--- config.mk ---
export PLATFORM = sky130hd
export DESIGN_NAME = scarv_cop_issue
export DESIGN_NICKNAME = d
export VERILOG_FILES = /design/src/rtl/scarv_cop_issue.sv
export SDC_FILE = /design/constraint.sdc
export NUM_CORES = 1
export LEC_CHECK = 0
export CORE_MARGIN = 4
export CORE_UTILIZATION = 35
export DETAILED_ROUTE_END_ITERATION = 7
export PLACE_DENSITY = 0.85
export SETUP_SLACK_MARGIN = 0.3
export SLEW_MARGIN = 10
export SYNTH_ARGS = -nofsm -noshare
export SYNTH_HDL_FRONTEND = slang
export SYNTH_SLANG_ARGS = --single-unit
export TNS_END_PERCENT = 10
--- constraint.sdc ---
create_clock -name g_clk -period 1.78 [get_ports g_clk]
set_input_delay 0.178 -clock g_clk [delete_from_list [all_inputs] [get_ports g_clk]]
set_output_delay 0.178 -clock g_clk [all_outputs]
set_load 0.01 [all_outputs]
--- src/rtl/scarv_cop_issue.sv ---
// ---------------------------------------------------------------------------
// scarv_cop_issue
//
// Single-entry issue stage of the coprocessor, directly downstream of the
// instruction decoder. The stage has four jobs:
//   - accept one instruction from the host CPU and latch the decoder fields
//     and the rs1 GPR value into the issue register (is_*);
//   - dispatch it to the functional units (fu_ivalid) and wait for
//     fu_idone, aborting with a timeout status after FU_TIMEOUT cycles;
//   - for register-file init instructions, sweep crf_init_addr over 0..15
//     with crf_init_wen high, one address per cycle;
//   - hold a response for the CPU until the CPU takes it.
// Only one instruction is in flight at a time.
//
// Ports
//   g_clk, g_rst            clock; synchronous active-high reset
//   cpu_insn_req/ack        instruction offer / combinational accept
//   cpu_rs1                 rs1 GPR value travelling with the request
//   id_*                    decoder outputs for the offered instruction
//   is_*, is_rs1_val        issue register; changes only on accept
//   fu_ivalid               issue register valid for the FUs (is_class picks
//                           the FU); a falling edge means abort
//   fu_idone/fu_error       FU completion and fault flag
//   fu_rd_wen/fu_rd_wdata   GPR writeback, sampled with fu_idone
//   crf_init_wen/addr       register-file clear port
//   cpu_rsp_*               response to the CPU (status 0 OK, 1 illegal,
//                           2 FU error, 3 timeout)
//   cop_busy                stage is not idle
//   dbg_state               0 idle, 1 issue, 2 init, 3 response
//
// Handshakes: cpu_insn_req/cpu_insn_ack transfers an instruction in any
// cycle where both are high. cpu_rsp_valid/cpu_rsp_ready transfers the
// response in any cycle where both are high; until then every cpu_rsp_*
// field stays stable and no new instruction is accepted.
// ---------------------------------------------------------------------------
module scarv_cop_issue #(
    parameter int unsigned FU_TIMEOUT = 255
) (
    input  logic        g_clk,
    input  logic        g_rst,

    input  logic        cpu_insn_req,
    output logic        cpu_insn_ack,
    input  logic [31:0] cpu_rs1,

    input  logic        id_exception,
    input  logic        id_cprs_init,
    input  logic        id_wb_h,
    input  logic        id_wb_b,
    input  logic [8:0]  id_class,
    input  logic [15:0] id_subclass,
    input  logic [2:0]  id_pw,
    input  logic [3:0]  id_crs1,
    input  logic [3:0]  id_crs2,
    input  logic [3:0]  id_crs3,
    input  logic [3:0]  id_crd,
    input  logic [3:0]  id_crd1,
    input  logic [3:0]  id_crd2,
    input  logic [4:0]  id_rd,
    input  logic [31:0] id_imm,

    output logic        is_wb_h,
    output logic        is_wb_b,
    output logic [8:0]  is_class,
    output logic [15:0] is_subclass,
    output logic [2:0]  is_pw,
    output logic [3:0]  is_crs1,
    output logic [3:0]  is_crs2,
    output logic [3:0]  is_crs3,
    output logic [3:0]  is_crd,
    output logic [3:0]  is_crd1,
    output logic [3:0]  is_crd2,
    output logic [4:0]  is_rd,
    output logic [31:0] is_imm,
    output logic [31:0] is_rs1_val,

    output logic        fu_ivalid,
    input  logic        fu_idone,
    input  logic        fu_error,
    input  logic        fu_rd_wen,
    input  logic [31:0] fu_rd_wdata,

    output logic        crf_init_wen,
    output logic [3:0]  crf_init_addr,

    output logic        cpu_rsp_valid,
    input  logic        cpu_rsp_ready,
    output logic [2:0]  cpu_rsp_status,
    output logic        cpu_rsp_wen,
    output logic [4:0]  cpu_rsp_rd,
    output logic [31:0] cpu_rsp_data,

    output logic        cop_busy,
    output logic [1:0]  dbg_state
);

    typedef enum logic [1:0] {
        ST_IDLE  = 2'd0,
        ST_ISSUE = 2'd1,
        ST_INIT  = 2'd2,
        ST_RESP  = 2'd3
    } state_t;

    localparam logic [2:0] RSP_OK      = 3'd0;
    localparam logic [2:0] RSP_ILLEGAL = 3'd1;
    localparam logic [2:0] RSP_FU_ERR  = 3'd2;
    localparam logic [2:0] RSP_TIMEOUT = 3'd3;

    // The counter holds the number of ISSUE cycles already spent before the
    // current one, so the last permitted cycle sees FU_TIMEOUT-1.
    localparam logic [7:0] TIMEOUT_LAST = 8'(FU_TIMEOUT - 1);

    state_t      state;
    state_t      state_nxt;
    logic [7:0]  issue_cnt;
    logic [3:0]  init_addr;

    logic [2:0]  rsp_status_q;
    logic        rsp_wen_q;
    logic [31:0] rsp_data_q;

    logic        rsp_load;
    logic [2:0]  rsp_status_nxt;
    logic        rsp_wen_nxt;
    logic [31:0] rsp_data_nxt;

    // -----------------------------------------------------------------------
    // Next state, accept and response capture
    // -----------------------------------------------------------------------
    always_comb begin
        state_nxt      = state;
        rsp_load       = 1'b0;
        rsp_status_nxt = RSP_OK;
        rsp_wen_nxt    = 1'b0;
        rsp_data_nxt   = '0;
        // Reset gates the ack so an instruction offered during reset is
        // never reported as taken.
        cpu_insn_ack   = cpu_insn_req && (state == ST_IDLE) && !g_rst;

        case (state)
            ST_IDLE: begin
                if (cpu_insn_ack) begin
                    // Exception and the null class both report illegal and
                    // never reach the FUs or the init sweep.
                    if (id_exception || (id_class == 9'd0)) begin
                        state_nxt      = ST_RESP;
                        rsp_load       = 1'b1;
                        rsp_status_nxt = RSP_ILLEGAL;
                    end else if (id_cprs_init) begin
                        state_nxt = ST_INIT;
                    end else begin
                        state_nxt = ST_ISSUE;
                    end
                end
            end

            ST_ISSUE: begin
                // A completion in the final permitted cycle beats the timeout.
                if (fu_idone) begin
                    state_nxt      = ST_RESP;
                    rsp_load       = 1'b1;
                    rsp_status_nxt = fu_error ? RSP_FU_ERR : RSP_OK;
                    rsp_wen_nxt    = fu_rd_wen;
                    rsp_data_nxt   = fu_rd_wen ? fu_rd_wdata : 32'd0;
                end else if (issue_cnt == TIMEOUT_LAST) begin
                    state_nxt      = ST_RESP;
                    rsp_load       = 1'b1;
                    rsp_status_nxt = RSP_TIMEOUT;
                end
            end

            ST_INIT: begin
                if (init_addr == 4'hF) begin
                    state_nxt      = ST_RESP;
                    rsp_load       = 1'b1;
                    rsp_status_nxt = RSP_OK;
                end
            end

            ST_RESP: begin
                if (cpu_rsp_ready) begin
                    state_nxt = ST_IDLE;
                end
            end

            default: begin
                state_nxt = ST_IDLE;
            end
        endcase
    end

    // -----------------------------------------------------------------------
    // State, counters, response and issue registers
    // -----------------------------------------------------------------------
    always_ff @(posedge g_clk) begin
        if (g_rst) begin
            state        <= ST_IDLE;
            issue_cnt    <= '0;
            init_addr    <= '0;
            rsp_status_q <= RSP_OK;
            rsp_wen_q    <= 1'b0;
            rsp_data_q   <= '0;
            is_wb_h      <= 1'b0;
            is_wb_b      <= 1'b0;
            is_class     <= '0;
            is_subclass  <= '0;
            is_pw        <= '0;
            is_crs1      <= '0;
            is_crs2      <= '0;
            is_crs3      <= '0;
            is_crd       <= '0;
            is_crd1      <= '0;
            is_crd2      <= '0;
            is_rd        <= '0;
            is_imm       <= '0;
            is_rs1_val   <= '0;
        end else begin
            state <= state_nxt;

            // Both counters sit at zero outside their own state, so every
            // entry starts a fresh count without an explicit clear.
            if (state == ST_ISSUE) begin
                issue_cnt <= issue_cnt + 8'd1;
            end else begin
                issue_cnt <= '0;
            end

            if (state == ST_INIT) begin
                init_addr <= init_addr + 4'd1;
            end else begin
                init_addr <= '0;
            end

            if (rsp_load) begin
                rsp_status_q <= rsp_status_nxt;
                rsp_wen_q    <= rsp_wen_nxt;
                rsp_data_q   <= rsp_data_nxt;
            end

            if (cpu_insn_ack) begin
                is_wb_h     <= id_wb_h;
                is_wb_b     <= id_wb_b;
                is_class    <= id_class;
                is_subclass <= id_subclass;
                is_pw       <= id_pw;
                is_crs1     <= id_crs1;
                is_crs2     <= id_crs2;
                is_crs3     <= id_crs3;
                is_crd      <= id_crd;
                is_crd1     <= id_crd1;
                is_crd2     <= id_crd2;
                is_rd       <= id_rd;
                is_imm      <= id_imm;
                is_rs1_val  <= cpu_rs1;
            end
        end
    end

    // -----------------------------------------------------------------------
    // Outputs
    // -----------------------------------------------------------------------
    assign fu_ivalid     = (state == ST_ISSUE);
    assign crf_init_wen  = (state == ST_INIT);
    assign crf_init_addr = init_addr;

    // Response fields read as zero whenever no response is being offered.
    assign cpu_rsp_valid  = (state == ST_RESP);
    assign cpu_rsp_status = cpu_rsp_valid ? rsp_status_q : 3'd0;
    assign cpu_rsp_wen    = cpu_rsp_valid & rsp_wen_q;
    assign cpu_rsp_rd     = cpu_rsp_valid ? is_rd : 5'd0;
    assign cpu_rsp_data   = cpu_rsp_valid ? rsp_data_q : 32'd0;

    assign cop_busy  = (state != ST_IDLE);
    assign dbg_state = state;

endmodule

==> summary.txt <==
Final layout
  • Area Growth Syn to Fin: 82.66%
  • Cell area after layout: between 10,000 and 15,000 um2
  • Layout Nets: 1,278
  • Ant diodes: 0
  • Layout cell share with drive strength beyond 1: 0.2931
  • Layout fillers: approximately 1,300

Logic synthesis
  • Avg Cell Area, Syn: about 8.4 um2
  • Sequential element share of the synthesized area: 0.5422
  • Synth warnings: 0
  • Synth top area cells: dfxtp_1 54%, nand2_1 15%, a21oi_1 9.8%
  • Synth unique cells: 42
  • Most common cell in the netlist: nand2_1
  • Most used DFF post-synth: dfxtp_1
  • Post-synth top area share: 0.5422
  • Post-synthesis register bit count: approximately 170
  • Cells after Synth: 753
  • Syn Nets: a little over 900
  • Post-synthesis async set-or-reset flop share: 0
  • Mapped cell area: between 6000 and 7000 um2
  • Cell taking the most area after synthesis: dfxtp_1
  • Top post-synthesis cells by count: 255 x nand2_1, 172 x dfxtp_1, 124 x a21oi_1
  • Number of enable flip-flop cells after synthesis: 0

Routing
  • DRC: 0
  • DR pass1 iterations: 4
  • Initial DRC count: approximately 230
  • Vias after detailed routing: between 6,000 and 7,000
  • Final ANT Viol Nets: 0
  • Wirelength per Cell: approximately 18 um
  • Routed WL: between 20 and 25 mm
  • DR vias/cell: 4.983

Flow run
  • Max-cap viol count: 0

Critical path
  • CP top delay family: compound AO/OA/AOI/OAI gates
  • Req. time, crit path: ~2.1 ns
  • CP Class: register to register
  • Worst endpoint data arrival time: between 2 and 2.5 ns
  • CP endpoint kind: register
  • Origin of the critical flop-to-flop path: dbg_state[1]$_SDFFE_PP0P_
  • Crit start category: register
  • Worst-path cell chain: buf_6, ha_4, buf_6, a222oi_1, o31ai_2, buf_4, mux2i_1, nor2_1
  • Buf/Inv on CP: 3
  • Top cell by count, worst path: buf_6
  • Critical path peak fanout: 4
  • CP peak stage delay: ~0.38 ns
  • Critical path origin: dbg_state[1]$_SDFFE_PP0P_
  • Crit-path slowest cell: a222oi_1

Global routing
  • GRT met1 Usage: 0.2366
  • Pin count of the biggest net entering global routing: between 70 and 80
  • Via count of the first global-routing pass: ~6,700
  • Grt ovf: 0
  • M2 GR Usage: 0.3840
  • Met3 Track Usage GR: 0.08372
  • First-pass GRT wire length: 35.09 mm
  • All-Layer GR Usage: 0.2179
  • Gr busiest metal: met2
  • Initial antenna violation count: 0

Placement
  • IO buf count: approximately 340
  • Routability cong.: approximately 0.82
  • Post-DP HPWL: approximately 16 mm
  • Dpl cell area: 10,110 um2

Die
  • Initial core utilization: 0.3622
  • # IOs: 339
  • Core area: between 15,000 and 20,000 um2
  • Die Area: about 20,000 um2
  • Die width: between 100 and 150 um
  • DIE HEIGHT: 142.7 um
  • FP Rows: between 40 and 50

Timing
  • Min setup slack post-route: -0.01045 ns
  • Rel. slew slack: 0.3048
  • Final setup vio count: 1
  • Final Hold Viols: 0
  • Unrepaired setup endpoints after global routing: true
  • Worst Skew: approximately 0.012 ns
  • Final Slew Violations: 0
  • Minimum clock period: 1.790 ns
  • Worst-Margin Slew: 1.043 ns
  • Final period utilization: 1.006
  • Fin Hold WS: a little under 0.2 ns
  • Max frequency: between 500 and 600 MHz

Power and ir drop
  • Power Dens Cells: about 1100 nW/um2
  • Final Power: between 10 and 15 mW
  • LEAKAGE: 5.252 nW
  • Worst-case vdd ir drop: 0.0006611 V

Clock tree
  • Maximum root-to-sink buffer count: 2
  • Clk slew on worst S/H paths: about 0.070 ns
  • CTS Buf Count: 17
  • Root Buffer: clkbuf_16
  • CTS Sinks: between 150 and 200
  • Max H-tree Level: 4
  • TritonCTS clock tree: done
  • Insertion delay to the later sink of the worst-skew pair: roughly 0.42 ns

Outcome
  • Status: complete, but fails checks
  • Failing checks: negative setup slack

Worst hold path
  • Hold Crit Class: input pin to register
  • HP Start: id_class[6]
==> path summary, 6_finish.rpt <==
path / slack, ns / cells after the start / end
worst max-delay path: -0.01 / 8 / dbg_state[1]$_SDFFE_PP0P_
worst min-delay path: 0.20 / 3 / is_class[6]$_SDFFE_PP0P_
worst max register to register: -0.01 / 8 / dbg_state[1]$_SDFFE_PP0P_
worst min register to register: 0.45 / 2 / is_rs1_val[7]$_SDFFE_PP0P_
==> sequential cells by signal, indices dropped and copies added, names as in the netlist, 5 cells and up <==
signal,count
is_imm,32
is_rs1_val,32
rsp_data_q,32
is_subclass,16
is_class,9
issue_cnt,8
is_rd,5
==> metal layers <==
metal	routed length, um	up-vias
met2	12250	310
li1	-	3180
met1	9011	3170
met5	0	-
met3	2378	37
met4	652	0
==> repair_timing <==
action                                 CTS  global route
resized for setup                      337           270
hold buffers                             0             0
cloned                                   3             0
setup endpoints to repair              255           214
endpoints found under the hold margin    0             0
buffers inserted                        13             4
pin swaps                               42           122
==> kinds of logic (layout without fill, tap and decap cells) <==
kind of cell             count (synthesis)  after routing  share of synthesized area
adder cells (fa/ha/maj)                  8              8                    0.01576
AND/OR/NAND/NOR                        328            328                     0.2183
other                                    1              1                  0.0005904
flip-flops                             172            172                     0.5422
multiplexers                             2              2                   0.003349
buffers and inverters                   64            429                    0.04373
XOR/XNOR                                 8              8                    0.01103
AO/OA/AOI/OAI                          170            171                     0.1651
==> layout make-up <==
type                       count  area (um2)  share of cell area
clock inverter                13       108.9            0.009383
inverter                      11       48.80            0.004206
sequential                   172        3453              0.2977
timing repair buffer         386        3806              0.3281
multi-input combinational    518        3470              0.2991
tap                          225       281.5             0.02427
clock buffer                  19       432.9             0.03732
==> power by group <==
group / switching, mW / leakage (nW) / internal [mW]
combinational: 2.76 / 3.59 / 2.32
sequential: 0.395 / 1.41 / 4.40
clock: 1.64 / 0.257 / 1.82
total: 4.79 / 5.25 / 8.55
==> worst min-delay path, cell delays in order <==
cell and delay [ns]:
dlygate4sd2_1 0.26, nand2_1 0.07, a21oi_1 0.06
==> layout by cell type (no fill, tap or decap), types with 3 or more instances in the layout <==
cell type / instances
clkbuf_16: 17
clkinv_4: 4
a21oi_1: 78
buf_4: 32
inv_6: 4
dlygate4sd2_1: 124
xor2_1: 6
a22o_1: 29
buf_6: 50
and2_4: 36
inv_1: 6
and2_1: 5
nor2_1: 14
a22o_4: 3
clkinvlp_4: 3
inv_4: 3
nand2_4: 39
nand3_1: 5
clkdlybuf4s50_1: 158
buf_2: 5
dfxtp_1: 168
ha_4: 5
nand2_2: 48
nand2_1: 168
buf_16: 5
a21oi_2: 48
dlymetal6s2s_1: 9
buf_12: 3
==> stage by stage <==
step / worst slack (ns) / utilization / instances / setup TNS [ns]
finish: -0.01045 / 0.6615 / 1344 / -0.01045
global route: -0.07019 / 0.6615 / 1344 / -0.8635
CTS: -0.08049 / 0.6180 / 1340 / -0.4253
detailed placement: -0.9584 / 0.5764 / 1292 / -35.46
global placement: -0.9080 / 0.5764 / 1292 / -32.01
floorplan: 0.1625 / - / 753 / 0
Power figures use the tool's default switching activity.
